**config.mk**
```make
export PLATFORM = sky130hd
export DESIGN_NAME = sim_monitor
export DESIGN_NICKNAME = d
export VERILOG_FILES = /design/src/rtl/sim_monitor.sv
export SDC_FILE = /design/constraint.sdc
export NUM_CORES = 1
export LEC_CHECK = 0
export ABC_AREA = 1
export CAP_MARGIN = 0
export CORE_MARGIN = 4
export CORE_UTILIZATION = 52
export CTS_CLUSTER_SIZE = 20
export DETAILED_ROUTE_END_ITERATION = 8
export GPL_ROUTABILITY_DRIVEN = 0
export GPL_TIMING_DRIVEN = 1
export PLACE_DENSITY = 0.93
export SYNTH_ARGS = -nofsm -noshare
export SYNTH_HDL_FRONTEND = slang
export SYNTH_SLANG_ARGS = --single-unit
```
**constraint.sdc**
```tcl
create_clock -name clk -period 13.75 [get_ports clk]
set_input_delay 2.75 -clock clk [delete_from_list [all_inputs] [get_ports clk]]
set_output_delay 2.75 -clock clk [all_outputs]
set_load 0.02 [all_outputs]
```
**src/rtl/sim_monitor.sv**
```systemverilog
// sim_monitor: run controller and passive data-bus monitor for CPU bring-up.
// Holds the CPU in reset for RESET_CYCLES after system reset and then lets it
// run. While running it counts cycles and bus strobes. The run ends on a
// tohost write (pass/fail), an illegal access (fault) or a watchdog timeout.
// The monitor only observes the bus and never drives it.
module sim_monitor #(
    parameter int unsigned     RESET_CYCLES = 4,
    parameter longint unsigned MAX_CYCLES   = 1000,
    parameter logic [31:0]     TOHOST_ADDR  = 32'h0000_FFF0,
    parameter logic [31:0]     ADDR_LIMIT   = 32'h0001_0000,
    parameter int unsigned     CNT_W        = 32
) (
    input  logic             clk,
    input  logic             reset,
    input  logic             memwrite,
    input  logic             memread,
    input  logic [31:0]      mem_addr,
    input  logic [31:0]      mem_writedata,
    output logic             cpu_reset,
    output logic             running,
    output logic             done,
    output logic             pass,
    output logic [2:0]       status,
    output logic [31:0]      fail_code,
    output logic [CNT_W-1:0] cycle_count,
    output logic [CNT_W-1:0] write_count,
    output logic [CNT_W-1:0] read_count,
    output logic [31:0]      last_addr
);

    typedef enum logic [1:0] {
        S_HOLD,
        S_RUN,
        S_DONE,
        S_FAULT
    } state_e;

    typedef enum logic [2:0] {
        ST_NONE       = 3'd0,
        ST_PASS       = 3'd1,
        ST_FAIL       = 3'd2,
        ST_TIMEOUT    = 3'd3,
        ST_MISALIGNED = 3'd4,
        ST_RANGE      = 3'd5,
        ST_RW_BOTH    = 3'd6
    } status_e;

    // Hold counter only needs to reach RESET_CYCLES-1.
    localparam int unsigned HOLD_W = (RESET_CYCLES > 1) ? $clog2(RESET_CYCLES) : 1;
    localparam logic [HOLD_W-1:0] HOLD_LAST = HOLD_W'(RESET_CYCLES - 1);

    // Watchdog is disabled when its limit cannot be represented by the cycle
    // counter (MAX_CYCLES > 2^CNT_W) or when MAX_CYCLES is zero.
    localparam bit WD_EN = (MAX_CYCLES != 0) &&
                           ((CNT_W >= 64) || (((MAX_CYCLES - 1) >> CNT_W) == 0));
    localparam logic [CNT_W-1:0] WD_LAST = CNT_W'(MAX_CYCLES - 1);

    state_e              state_q,       state_d;
    logic [HOLD_W-1:0]   hold_cnt_q,    hold_cnt_d;
    logic                cpu_reset_q,   cpu_reset_d;
    logic                running_q,     running_d;
    logic                done_q,        done_d;
    logic                pass_q,        pass_d;
    status_e             status_q,      status_d;
    logic [31:0]         fail_code_q,   fail_code_d;
    logic [CNT_W-1:0]    cycle_count_q, cycle_count_d;
    logic [CNT_W-1:0]    write_count_q, write_count_d;
    logic [CNT_W-1:0]    read_count_q,  read_count_d;
    logic [31:0]         last_addr_q,   last_addr_d;

    logic strobe;
    assign strobe = memwrite | memread;

    // Next-state, counter updates and run-termination decode.
    always_comb begin
        state_d       = state_q;
        hold_cnt_d    = hold_cnt_q;
        cpu_reset_d   = cpu_reset_q;
        running_d     = running_q;
        done_d        = done_q;
        pass_d        = pass_q;
        status_d      = status_q;
        fail_code_d   = fail_code_q;
        cycle_count_d = cycle_count_q;
        write_count_d = write_count_q;
        read_count_d  = read_count_q;
        last_addr_d   = last_addr_q;

        case (state_q)
            S_HOLD: begin
                if (hold_cnt_q == HOLD_LAST) begin
                    state_d     = S_RUN;
                    cpu_reset_d = 1'b0;
                    running_d   = 1'b1;
                end else begin
                    hold_cnt_d = hold_cnt_q + HOLD_W'(1);
                end
            end

            S_RUN: begin
                // The terminating access is itself counted and recorded.
                cycle_count_d = cycle_count_q + CNT_W'(1);
                if (memwrite) write_count_d = write_count_q + CNT_W'(1);
                if (memread)  read_count_d  = read_count_q + CNT_W'(1);
                if (strobe)   last_addr_d   = mem_addr;

                // Exit conditions in priority order.
                if (memwrite && memread) begin
                    state_d  = S_FAULT;
                    status_d = ST_RW_BOTH;
                end else if (strobe && (mem_addr >= ADDR_LIMIT)) begin
                    state_d  = S_FAULT;
                    status_d = ST_RANGE;
                end else if (strobe && (mem_addr[1:0] != 2'b00)) begin
                    state_d  = S_FAULT;
                    status_d = ST_MISALIGNED;
                end else if (memwrite && (mem_addr == TOHOST_ADDR)) begin
                    state_d = S_DONE;
                    if (mem_writedata == 32'd1) begin
                        pass_d   = 1'b1;
                        status_d = ST_PASS;
                    end else begin
                        status_d    = ST_FAIL;
                        fail_code_d = mem_writedata;
                    end
                end else if (WD_EN && (cycle_count_q == WD_LAST)) begin
                    state_d  = S_DONE;
                    status_d = ST_TIMEOUT;
                end

                if ((state_d == S_DONE) || (state_d == S_FAULT)) begin
                    cpu_reset_d = 1'b1;
                    running_d   = 1'b0;
                    done_d      = 1'b1;
                end
            end

            default: begin
                // DONE / FAULT: everything frozen until reset.
            end
        endcase
    end

    // State and output registers with asynchronous reset.
    always_ff @(posedge clk or posedge reset) begin
        if (reset) begin
            state_q       <= S_HOLD;
            hold_cnt_q    <= '0;
            cpu_reset_q   <= 1'b1;
            running_q     <= 1'b0;
            done_q        <= 1'b0;
            pass_q        <= 1'b0;
            status_q      <= ST_NONE;
            fail_code_q   <= '0;
            cycle_count_q <= '0;
            write_count_q <= '0;
            read_count_q  <= '0;
            last_addr_q   <= '0;
        end else begin
            state_q       <= state_d;
            hold_cnt_q    <= hold_cnt_d;
            cpu_reset_q   <= cpu_reset_d;
            running_q     <= running_d;
            done_q        <= done_d;
            pass_q        <= pass_d;
            status_q      <= status_d;
            fail_code_q   <= fail_code_d;
            cycle_count_q <= cycle_count_d;
            write_count_q <= write_count_d;
            read_count_q  <= read_count_d;
            last_addr_q   <= last_addr_d;
        end
    end

    assign cpu_reset   = cpu_reset_q;
    assign running     = running_q;
    assign done        = done_q;
    assign pass        = pass_q;
    assign status      = status_q;
    assign fail_code   = fail_code_q;
    assign cycle_count = cycle_count_q;
    assign write_count = write_count_q;
    assign read_count  = read_count_q;
    assign last_addr   = last_addr_q;

endmodule
```
# After elaboration in Yosys (flattened, before gate mapping)
# Cells that the tools add are included.
# totals
elab_cells	71
input_bits	68
reg_bits	171
output_inout_bits	167
# classes
n_eq_ne	9
order_cmp	1
reduce_logical	19
bitwise_logic	6
muxes	20
n_addsub	4
# op_table
cell	n
32-bit by 1-bit adder with 32-bit output, second input constant	3
32-bit by 1-bit equality test with 1-bit output, second input constant	1
32-bit by 10-bit equality test with 1-bit output, second input constant	1
32-bit by 16-bit equality test with 1-bit output, second input constant	1
32-bit by 17-bit greater-or-equal comparator with 1-bit output, second input constant	1
2-bit 2-to-1 mux	8
3-bit 2-to-1 mux	5
2-bit AND reduction	7
6-bit AND reduction	2
2-bit equality test, second input constant	3
1-bit NOT	5
5-bit nonzero test	1
1-bit logical AND	4
1-bit 2-to-1 mux	4
2-bit != test, second input constant	2
1-bit one-hot mux with 2 select lines	2
2-bit one-hot mux with 2 select lines	1
2-bit nonzero test	2
3-bit AND reduction	1
2-bit by 1-bit adder with 2-bit output, second input constant	1
2-bit by 1-bit equality test with 1-bit output, second input constant	1
2-bit logical NOT	1
1-bit logical OR	1
1-bit OR	1

# Depth between registers and ports, before layout
# logic_depth
ltp_word	11
depth_mapped	13
depth_no_buf	12

# Worst setup path after synthesis
# Ideal clock, no wire load.
# synth_path
path_type	input-to-reg
startpoint	input mem_addr[16]
endpoint	register fail_code_q[10] (netlist: fail_code[10])
n_path_buf	1
t_required_ns	13.633
slack_ns	9.814
arrival_ns	3.819
path_stages	11
setup_time_ns	0.117
cell_sequence	nor2_1 -> nand2_1 -> nor2_1 -> nand3_1 -> nand2_1 -> nand2_1 -> nor2_2 -> nand2_1 -> buf_2 -> nand2_1 -> nand2_1
# synth_between
elab_chain_cells	4
word_cells_on_any_way	6
cone_classes	order compare: 1; eq/ne: 1; bitwise: 1; reduce/logical: 3
# synth_rtl
element	line	text
start, declared	17	input logic [31:0] mem_addr,
32-bit by 17-bit greater-or-equal comparator with 1-bit output	111	end else if (strobe && (mem_addr >= ADDR_LIMIT)) begin
1-bit logical AND	111	
1-bit NOT (no source line)	-	
6-bit AND reduction (no source line) *	-	
end signal, assigned	167	fail_code_q <= fail_code_d;
end, declared	65	logic [31:0] fail_code_q, fail_code_d;
# Every way passes the cells marked *; elsewhere a longest branch is shown, timed or not.
# A chain may end at the register's enable or synchronous reset.

# Final worst setup path
# layout_path
startpoint	input mem_addr[13]
endpoint	register fail_code_q[0] (netlist: fail_code[0])
# The elaborated chain is that of the path after synthesis.

==> run summary <==
worst flop-to-flop path endpoint: fail_code[0]
PortBufs: 234
xor/xnor share of the synthesized area: 9.74%
CTS resizes: 0
Post-Place Cells: 1313
Final Total Pwr: 1060 uW
Worst path max stage delay: 860 ps
CTS tree: built
wire per inst: 15.9 um
Post-Synth Adder-Cell Area: 0.618%
Rows: 45
CP cell instances: clkdlybuf4s50_1, nand2_1, nor2_1, nand2_1, nor2_1, nand2_1, nor2_1, nand2_1, inv_1, nand2_1, o21ai_0
Yosys warnings: 0
Netlist cell types: 36
Reg2Reg Launch Point: state_q[1]
setup ws final: 8030 ps
Clock Sink Count: 171
via/cell ratio: 5.15
clock root buffer: clkbuf_16
share of cells above drive strength 1: 8.04%
H-tree Lvls: 4
clock buffer count from CTS: 17
flops & latches, synth: 171
ANT nets after route: 0
Synth area leaders: dfrtp_1 53%, nand2_1 11%, xor2_1 6.2%
worst slew pin tran: 1010 ps
most frequent CP cell: nand2_1
number of post-CTS setup repair buffers: 0
ys async rst share: 100%
post-synthesis compound-gate area fraction: 1.61%
Worst Path Required: 14060 ps
first-pass iteration count of the detailed router: 5
Placement Setup Slack: 7690 ps
Finish-stage setup viols: 0
I/O pin cnt: 235
CP Launch Type: primary input
Hold Buf Count CTS: 0
largest delay contributor family on the critical path: simple AND/OR/NAND/NOR gates
Synth Area in Simple Gates: 26.9%
ant diodes: 0
CP max stage cell: nand2_1
main combinational cell family by area after synthesis: simple AND/OR/NAND/NOR gates
Die H: 133 um
final hold violation count: 0
Hold Startpoint: pass
CTS max path bufs: 2
Synth top area share: 52.6%
Clock transition at path regs: 60 ps
Routed WL: 21400 um
Worst VDD drop: 0.0773 mV
vias in the first global route: 7001
Worst EP arrival: 6020 ps
Final #Nets: 1216
aggregate global routing overflow: 0
max-slew violations: 0
RSZ-0062 raised after global routing: no
P&R area growth vs syn: 39.1%
number of antenna violations at the first check in global routing: 0
kind of critical path: primary input to flip-flop
register-to-register setup slack: 11080 ps
Worst Skew: 8.94 ps
Die Wd: 133 um
synth cell count leaders: 239 x nand2_1, 170 x dfrtp_1, 99 x nor2_1, 94 x inv_1, 68 x nand3_1
leakage: 0.00540 uW
Register-to-Register Path Depth: 8
critical path endpoint category: flip-flop
largest net degree at the start of global routing: 104
most frequent cell after synthesis: nand2_1
Crit path buffers/inverters: 2
Setup Total Neg Slack: 0 ps
post-synthesis mux area share: 2.92%
Core Region: 0.0152 mm2
Die ar.: 0.0176 mm2
fmax: 175 MHz
Mapped Area: 0.00809 mm2
outcome: finished, final reports clean
syn avg cell area: 8.98 um2
MaxCap Viol Count: 0
Post-Route Hold Slack: 468 ps
clk_lat worst skew: 420 ps
Synth Flop Type: dfrtp_1
Slew headroom: 32.7%
HPWL after DPL: 15900 um
synthesized instance count: 901
hold endpoint: pass
Hold Crit Depth: 1
crit-path max FO: 33
routed vias: 6930
syn nets: 973
PD cells: 93.9 mW/mm2
Hold Path Class: flip-flop to flip-flop
EDFF count, synth: 0
first-pass GRT wire length: 34700 um
Final Critical Period: 5720 ps
Synth area leader: dfrtp_1
DR iter-0 viols: 441
drt drc: 0
Total GRT Usage: 24.6%
Finished Layout Cells: 1345
Final period util: 41.6%
post-synthesis sequential area ratio: 52.9%
Starting Density: 53.2%
## sequential cells by signal, indices dropped and copies added (netlist names), 2 cells and up
| register | count |
|---|---|
| write_count | 32 |
| state_q | 2 |
| read_count | 32 |
| hold_cnt_q | 2 |
| last_addr | 32 |
| cycle_count | 32 |
| status | 3 |
| fail_code | 32 |
## where the power goes
part           leakage, uW  switching [uW]  internal, uW
clock network     0.000301             199           304
registers          0.00232            2.62           505
logic              0.00278            23.9          22.9
## layout make-up
type | count | area (um2)
clock inverters | 11 | 141
multi-input cells | 619 | 3380
inverters | 98 | 375
well taps | 188 | 235
fillers | 1069 | 3940
flip-flops and latches | 171 | 4280
repair buffers | 237 | 2360
clock buffers | 21 | 480
## how the worst max path moves through the flow
stage	startpoint	to	slack [ps]	depth (start not counted)
2_1_floorplan	reset	cycle_count[0]	6370	1
3_3_place_gp	mem_addr[12]	fail_code[0]	7860	11
3_5_place_dp	mem_addr[13]	fail_code[0]	7690	12
4_1_cts	mem_addr[13]	fail_code[0]	8060	11
5_1_grt	mem_addr[13]	fail_code[0]	7700	11
6_report	mem_addr[13]	fail_code[0]	8030	11
## cells in the final DEF, fill, tap and decap left out, types with 4 or more instances in the layout
cell type        count
nor2_2               8
xor2_1              57
nand3_1             68
nor2_1              99
inv_1               93
xnor2_1             33
clkbuf_16           17
o21ai_0             20
nor2_4               7
mux2_2              21
dfrtp_1            170
nand2_1            239
nand4_1             23
nor3_1              14
clkinv_2             4
clkbuf_8             4
nand2_2              4
ha_1                 4
clkdlybuf4s50_1    234
## routing by layer
metal	vias up	track usage [%]	wire length, um
met5	-	0	0
met4	0	11.1	638
met3	45	7.00	1470
met2	265	41.8	10800
met1	3304	29.1	8420
li1	3316	-	-
## kinds of logic after synthesis
kind of cell | count (synthesis)
xor+xnor | 90
flops | 171
simple gates | 479
mux | 21
fa+ha+maj | 4
buf+inv | 111
compound gates | 25
## per-stage QoR
stage	util, %	area, um2
floorplan	-	8090
global placement	70.0	10600
detailed placement	70.0	10600
CTS	74.1	11300
global route	74.1	11300
finish	74.1	11300
Note: power is estimated with default switching activity, not from simulation.
